### src/rtl/fetch.sv
// Instruction fetch stage: one outstanding request, single-entry output hold.
// Optional FETCH_MISALIGN_TRAP_EN: a misaligned redirect traps and halts fetch.
module fetch #(
  parameter logic [31:0] RESET_PC = 32'h0000_0000
) (
  input  logic        clk,
  input  logic        reset,
  output logic        mem_valid,
  input  logic        mem_ready,
  output logic [31:0] mem_addr,
  input  logic [31:0] mem_rdata,
  output logic        output_valid,
  input  logic        output_ready,
  output logic [31:0] instr,
  output logic [31:0] pc,
  input  logic        redirect_valid,
  input  logic [31:0] redirect_target
`ifdef FETCH_MISALIGN_TRAP_EN
  ,
  output logic        trap
`endif
);

  typedef enum logic [1:0] {
    IDLE,
    REQ,
    DRAIN,
    HOLD
  } state_t;

  state_t      r_state;
  state_t      w_state_nxt;
  logic [31:0] r_fetch_pc;
  logic [31:0] w_fetch_pc_nxt;
  logic [31:0] r_target;
  logic [31:0] w_target_nxt;
  logic [31:0] r_instr;
  logic [31:0] w_instr_nxt;
  logic [31:0] r_pc;
  logic [31:0] w_pc_nxt;
  logic        r_ovalid;
  logic        w_ovalid_nxt;
  logic [31:0] w_tgt;
  logic        w_redir;
  logic        w_bad;
  logic        w_halt;

`ifdef FETCH_MISALIGN_TRAP_EN
  logic r_trap;
  logic w_trap_nxt;

  assign w_tgt   = redirect_target;
  assign w_bad   = redirect_valid && (redirect_target[1:0] != 2'b00);
  assign w_redir = redirect_valid && !w_bad;
  assign w_halt  = r_trap;
  assign trap    = r_trap;
`else
  // Low target bits are dropped so every fetch stays word aligned
  assign w_tgt   = redirect_target & 32'hFFFF_FFFC;
  assign w_bad   = 1'b0;
  assign w_redir = redirect_valid;
  assign w_halt  = 1'b0;
`endif

  assign mem_valid    = (r_state == REQ) || (r_state == DRAIN);
  assign mem_addr     = r_fetch_pc;
  assign output_valid = r_ovalid;
  assign instr        = r_instr;
  assign pc           = r_pc;

  always_ff @(posedge clk) begin
    if (reset) begin
      r_state    <= IDLE;
      r_fetch_pc <= RESET_PC;
      r_target   <= 32'h0;
      r_instr    <= 32'h0;
      r_pc       <= 32'h0;
      r_ovalid   <= 1'b0;
`ifdef FETCH_MISALIGN_TRAP_EN
      r_trap     <= 1'b0;
`endif
    end else begin
      r_state    <= w_state_nxt;
      r_fetch_pc <= w_fetch_pc_nxt;
      r_target   <= w_target_nxt;
      r_instr    <= w_instr_nxt;
      r_pc       <= w_pc_nxt;
      r_ovalid   <= w_ovalid_nxt;
`ifdef FETCH_MISALIGN_TRAP_EN
      r_trap     <= w_trap_nxt;
`endif
    end
  end

  always_comb begin
    w_state_nxt    = r_state;
    w_fetch_pc_nxt = r_fetch_pc;
    w_target_nxt   = r_target;
    w_instr_nxt    = r_instr;
    w_pc_nxt       = r_pc;
    w_ovalid_nxt   = r_ovalid;
`ifdef FETCH_MISALIGN_TRAP_EN
    w_trap_nxt     = r_trap;
`endif
    if (w_bad) begin
`ifdef FETCH_MISALIGN_TRAP_EN
      w_trap_nxt   = 1'b1;
`endif
      w_state_nxt  = IDLE;
      w_ovalid_nxt = 1'b0;
    end else begin
      unique case (r_state)
        IDLE: begin
          if (!w_halt) begin
            w_state_nxt = REQ;
            if (w_redir) w_fetch_pc_nxt = w_tgt;
          end
        end
        REQ: begin
          if (w_redir) begin
            if (mem_ready) begin
              w_fetch_pc_nxt = w_tgt;
            end else begin
              w_target_nxt = w_tgt;
              w_state_nxt  = DRAIN;
            end
          end else if (mem_ready) begin
            w_instr_nxt  = mem_rdata;
            w_pc_nxt     = r_fetch_pc;
            w_ovalid_nxt = 1'b1;
            w_state_nxt  = HOLD;
          end
        end
        DRAIN: begin
          // The bus request stays up; only the resume address changes
          if (w_redir) w_target_nxt = w_tgt;
          if (mem_ready) begin
            w_fetch_pc_nxt = w_redir ? w_tgt : r_target;
            w_state_nxt    = REQ;
          end
        end
        HOLD: begin
          if (w_redir) begin
            w_ovalid_nxt   = 1'b0;
            w_fetch_pc_nxt = w_tgt;
            w_state_nxt    = REQ;
          end else if (output_ready) begin
            w_ovalid_nxt   = 1'b0;
            w_fetch_pc_nxt = r_pc + 32'd4;
            w_state_nxt    = REQ;
          end
        end
        default: w_state_nxt = IDLE;
      endcase
    end
  end

endmodule

### config.mk
export PLATFORM = sky130hd
export DESIGN_NAME = fetch
export DESIGN_NICKNAME = d
export VERILOG_FILES = /design/src/rtl/fetch.sv
export SDC_FILE = /design/constraint.sdc
export NUM_CORES = 1
export LEC_CHECK = 0
export ABC_AREA = 0
export ABC_CLOCK_PERIOD_IN_PS = 3200
export CORE_ASPECT_RATIO = 0.9
export CORE_MARGIN = 2
export CORE_UTILIZATION = 35
export DETAILED_ROUTE_END_ITERATION = 6
export PLACE_DENSITY_LB_ADDON = 0.05
export SLEW_MARGIN = 10
export SYNTH_ARGS = -nofsm -noshare
export SYNTH_HDL_FRONTEND = slang
export SYNTH_SLANG_ARGS = --single-unit
### constraint.sdc
create_clock -name clk -period 3.2 [get_ports clk]
set_clock_uncertainty 0.1 [all_clocks]
set_input_delay 0.48 -clock clk [delete_from_list [all_inputs] [get_ports clk]]
set_output_delay 0.48 -clock clk [all_outputs]
set_load 0.05 [all_outputs]
# Word level (Yosys, flattened, before mapping)
# Cells that the tools add are included.
[totals]
elab_cells = 52
out_inout_bits = 98
input_bits = 69
ff_bits = 131
[classes]
n_mux = 23
addsub = 1
n_bitwise = 1
eq_ne = 12
n_reduce_logical = 9
[ops]
columns = ["operator", "n"]
rows = [
  ["$mux W32", 9],
  ["$pmux W32 S4", 1],
  ["$pmux W32 S2", 1],
  ["$add A32 B3 Y32 const B", 1],
  ["$mux W2", 6],
  ["$ne A2 B2 Y1 const B", 6],
  ["$ne A3 B3 Y1 const B", 3],
  ["$pmux W2 S4", 1],
  ["$reduce_and A4 Y1", 2],
  ["$reduce_and A3 Y1", 2],
  ["$reduce_and A5 Y1", 1],
  ["$eq A2 B2 Y1 const B", 2],
  ["$mux W1", 4],
  ["$reduce_bool A2 Y1", 2],
  ["$eq A2 B1 Y1 const B", 1],
  ["$logic_not A2 Y1", 1],
  ["$pmux W1 S2", 1],
  ["$logic_or A1 B1 Y1", 1],
  ["$not A1 Y1", 1],
]

# Longest topological paths before layout
[depth]
ltp_word = 4
ltp_mapped = 9
mapped_depth_nobuf = 7

# Worst setup path after synthesis
# No wires, ideal clock.
[synth_timing]
path_kind = "reg-to-reg"
start = "register r_pc[5] (netlist: pc[5])"
end = "register r_fetch_pc[24] (netlist: mem_addr[24])"
arrival_ps = 2154
stages_incl_launch_ff = 7
n_path_buf = 1
setup_slack_ps = 819
synth_period_minus_slack_ps = 2381
setup_time_ps = 126
required_ps = 2974
path_cell_list = "dfxtp_1 clkbuf_2 nand4_2 or4_4 o31a_1 o311ai_1 a21oi_1"
[synth_via]
elab_chain_cells = 4
[synth_lines]
columns = ["element", "line_no", "rtl"]
rows = [
  ["from (decl)", "39", "logic [31:0] r_pc;"],
  ["from (signal assigned)", "87", "r_pc <= w_pc_nxt;"],
  ["$add A32 B3 Y32", "149", "w_fetch_pc_nxt = r_pc + 32'd4;"],
  ["$mux W32", "147", "end else if (output_ready) begin"],
  ["$mux W32", "143", "if (w_redir) begin"],
  ["$pmux W32 S4", "112", "unique case (r_state)"],
  ["to (signal assigned)", "84", "r_fetch_pc <= w_fetch_pc_nxt;"],
  ["to (decl)", "33", "logic [31:0] r_fetch_pc;"],
]
# No other way between the ends. The select of a mux whose other input is x is not followed.
# A chain may end at the register's enable or synchronous reset.

# Worst setup path in the final report
[layout_timing]
start = "register r_state[0]"
end = "output mem_valid"
[layout_via]
elab_chain_cells = 2
elab_cells_between_ends = 3
classes_between = "eq/ne: 2; reduce/logical: 1"
[layout_lines]
columns = ["element", "line_no", "rtl"]
rows = [
  ["from (decl)", "31", "state_t r_state;"],
  ["from (signal assigned)", "83", "r_state <= w_state_nxt;"],
  ["$eq A2 B1 Y1 / $eq A2 B2 Y1 (equally long branches)", "65", "assign mem_valid = (r_state == REQ) || (r_state == DRAIN);"],
  ["$logic_or A1 B1 Y1 (*)", "65", ""],
  ["to (decl)", "8", "output logic mem_valid,"],
]
# Mark *: on every way between the ends. The rest lies on a longest branch, timed or not.

==> flow_metrics.tcl <==
set metrics [dict create \
    run_status "completed" \
    area_growth_pct 42.5 \
    cts.htree.levels 4 \
    core-area_um2 16100 \
    synth_top_family_by_area "compound AO/OA/AOI/OAI gates" \
    timing.hold.worst.start "instr[25]" \
    setup_viol 0 \
    crit_path_start_kind "flop" \
    cts_sinks 131 \
    clock_tree.root_cell "clkbuf_16" \
    max_cap_viol_count 0 \
    multiInputGateArea_um2 2870 \
    initial_antenna_violation_count 0 \
    floorplan.die_area_um2 17500 \
    worst-endpoint-arrival_ps 2040 \
    vias 5975 \
    nets 964 \
    crit_required_ps 2620 \
    switching_share_pct 29.8 \
    share_of_the_synthesized_area_in_compound_gates_ao_oa_aoi_oai_pct 23.8 \
    buffer_ports.inserted 164 \
    grt_pass1_vias 5585 \
    tns_ps 0 \
    first_pass_iters 7 \
    synth_largest_area_cell "dfxtp_1" \
    post_synth_edffs 0 \
    overflow 0 \
    drt-wirelength-per-cell_um 17.1 \
    synthesis.instances 745 \
    cts_made_buffers 17 \
    routed_via_density 5.38 \
    grt_first_pass_wirelength_um 30100 \
    synth_area_per_cell_um2 7.75 \
    seqPwrFrac_pct 38.4 \
    async_reset_ff_share_pct 0 \
    r2r-start "r_state[0]" \
    worst_setup_path_end_kind "output pin" \
    post_synth_num_cell_types 58 \
    netlist_area_um2 5770 \
    yosysWarningCount 0 \
    critPathLaunch "r_state[0]" \
    synthFlopType "dfxtp_1" \
    clock_tree.buffer_depth 2 \
    synthAdderAreaFrac_pct 1.08 \
    final.fill_count 1543 \
    antenna_left 0 \
    synth_area_leaders "dfxtp_1, nand2_1, a21oi_1, o21ai_0, clkbuf_1" \
    worst_skew_pair.late_latency_ps 430 \
    cts_setup_buffers 0 \
    hold_path.class "reg -> reg" \
    synthesis.nets 819 \
    vdd_ir_drop_max_uv 397 \
    gr-usage-all-layers_pct 21.6 \
    hold_violations 0 \
    setup_slack_at_placement_ps 263 \
    powerDensity_nw_per_um2 576 \
    seqCellArea_um2 2620 \
    io_pins 167 \
    drt_iter0_drc 393 \
    effective_utilization_at_floorplan_pct 35.8 \
    fp.dieW_um 139 \
    cts_tree "yes" \
    measured_slew_at_the_worst_slew_check_pin_ps 959 \
    timing.setup.critical_path_class "reg -> out" \
    finalWorstSetupSlack_ps 580 \
    post_synth_and_or_nand_nor_area_fraction_pct 22.9 \
    grt_setup_unrepaired "no" \
    achievable-frequency_ghz 0.382 \
    detail_route.wirelength_um 19000 \
    rel_slew_slack_pct 36.1 \
    postCtsResizedCells 0 \
    postCtsHoldBufs 0 \
    die_h_um 126 \
    power.leakage_nw 2.78 \
    intPower_mw 3.32 \
    net-switching-power_mw 1.41 \
    pin_count_of_the_biggest_net_entering_global_routing 61 \
    rows 44 \
    period_share_pct 81.9 \
    drive_above_1_share_pct 7.42 \
    p_clk_share_pct 42.5 \
    antenna_cells_inserted 0 \
    place.gp.congestion 0.833 \
    placement.cell_area_um2 7610 \
    stdcell_area_um2 8220 \
    timing.final.max_slew_violations 0 \
    yosysSeqAreaShare_pct 45.4 \
    layout.core_utilization_pct 51.0 \
    whs_ps 353 \
    cts.clk_slew.worst_paths_ps 60 \
    post_synth_xor_area_fraction_pct 1.52 \
    fin_crit_ps 2620 \
    synth-seq-cells 131 \
    synth_top_area_share_pct 45.4 \
    pwr-share-comb_pct 19.1 \
    synth.area.mux_share_pct 0.173 \
    critPathMaxFanout 4 \
    post-route-drc-count 0 \
    dpl.hpwl_um 13200 \
]
[routing by layer]
layer  up-vias  share of wire (%)  wire length (µm)  GRT usage [%]
met1      2828                 46              8740           29.2
met2       202                 45              8580           33.5
li1       2920                  -                 -              -
met5         -                  0                 0              0
met3        25                7.3              1380           5.44
met4         0                1.7               320           7.84
[Yosys cell counts (6+ instances only)]
library cell,instances
nand4_1,10
inv_1,9
clkbuf_1,49
o21ai_0,45
xor2_1,7
a21oi_1,129
nor4_1,13
nand2_1,214
dfxtp_1,131
a221oi_1,16
nor3_1,9
a222oi_1,6
o31a_1,7
and3_1,6
nor2_1,12
[power by group through the flow]
stage | registers [mW] | logic, mW | clock network [mW]
finish | 1.82 | 0.903 | 2.01
global route | 1.83 | 0.962 | 2.13
floorplan | 2.10 | 0.289 | 0
CTS | 1.82 | 0.907 | 2.05
global placement | 1.85 | 0.894 | 0
detailed placement | 1.85 | 0.903 | 0
[sequential cells by signal, indices dropped and copies added (netlist names)]
| register | cells |
|---|---|
| instr | 32 |
| r_state | 2 |
| pc | 32 |
| output_valid | 1 |
| mem_addr | 32 |
| r_target | 32 |
[worst max-delay path, stage by stage, from the launching register on]
cell and delay [ps]:
dfxtp_1 390, inv_1 110, ha_1 310, clkdlybuf4s50_1 810
[kinds of logic after synthesis]
kind of cell	Yosys count
AO/OA/AOI/OAI	233
XOR/XNOR	10
adder cells (fa/ha/maj)	5
buffers and inverters	69
flip-flops	131
multiplexers	1
AND/OR/NAND/NOR	296
[path summary, 6_finish.rpt]
check / end / slack [ps] / cells after the start
min reg2reg: instr[25] / 350 / 2
max reg2reg: mem_addr[4] / 620 / 8
min: instr[25] / 350 / 2
max: mem_valid / 580 / 3
[final cells by class]
class,instances,share of cell area [%]
Multi-Input combinational cell,545,34.9
Sequential cell,131,31.9
Timing Repair Buffer,184,22.1
Clock buffer,19,5.51
Tap cell,207,3.15
Clock inverter,13,1.93
Inverter,11,0.502
[per-stage QoR]
step                power, mW  std cells
floorplan                2.39        745
global placement         2.74       1078
detailed placement       2.76       1078
CTS                      4.78       1110
global route             4.92       1110
finish                   4.73       1110
[cell usage in the layout (no fill, tap or decap), types with 10 or more instances in the layout]
cell type / instances
nor2_1: 10
clkdlybuf4s50_1: 163
nand2_1: 214
a21oi_1: 129
nand4_1: 10
a221oi_1: 16
buf_4: 19
clkbuf_16: 17
dfxtp_1: 131
nor4_1: 13
o21ai_0: 45
Power figures use the tool's default switching activity.
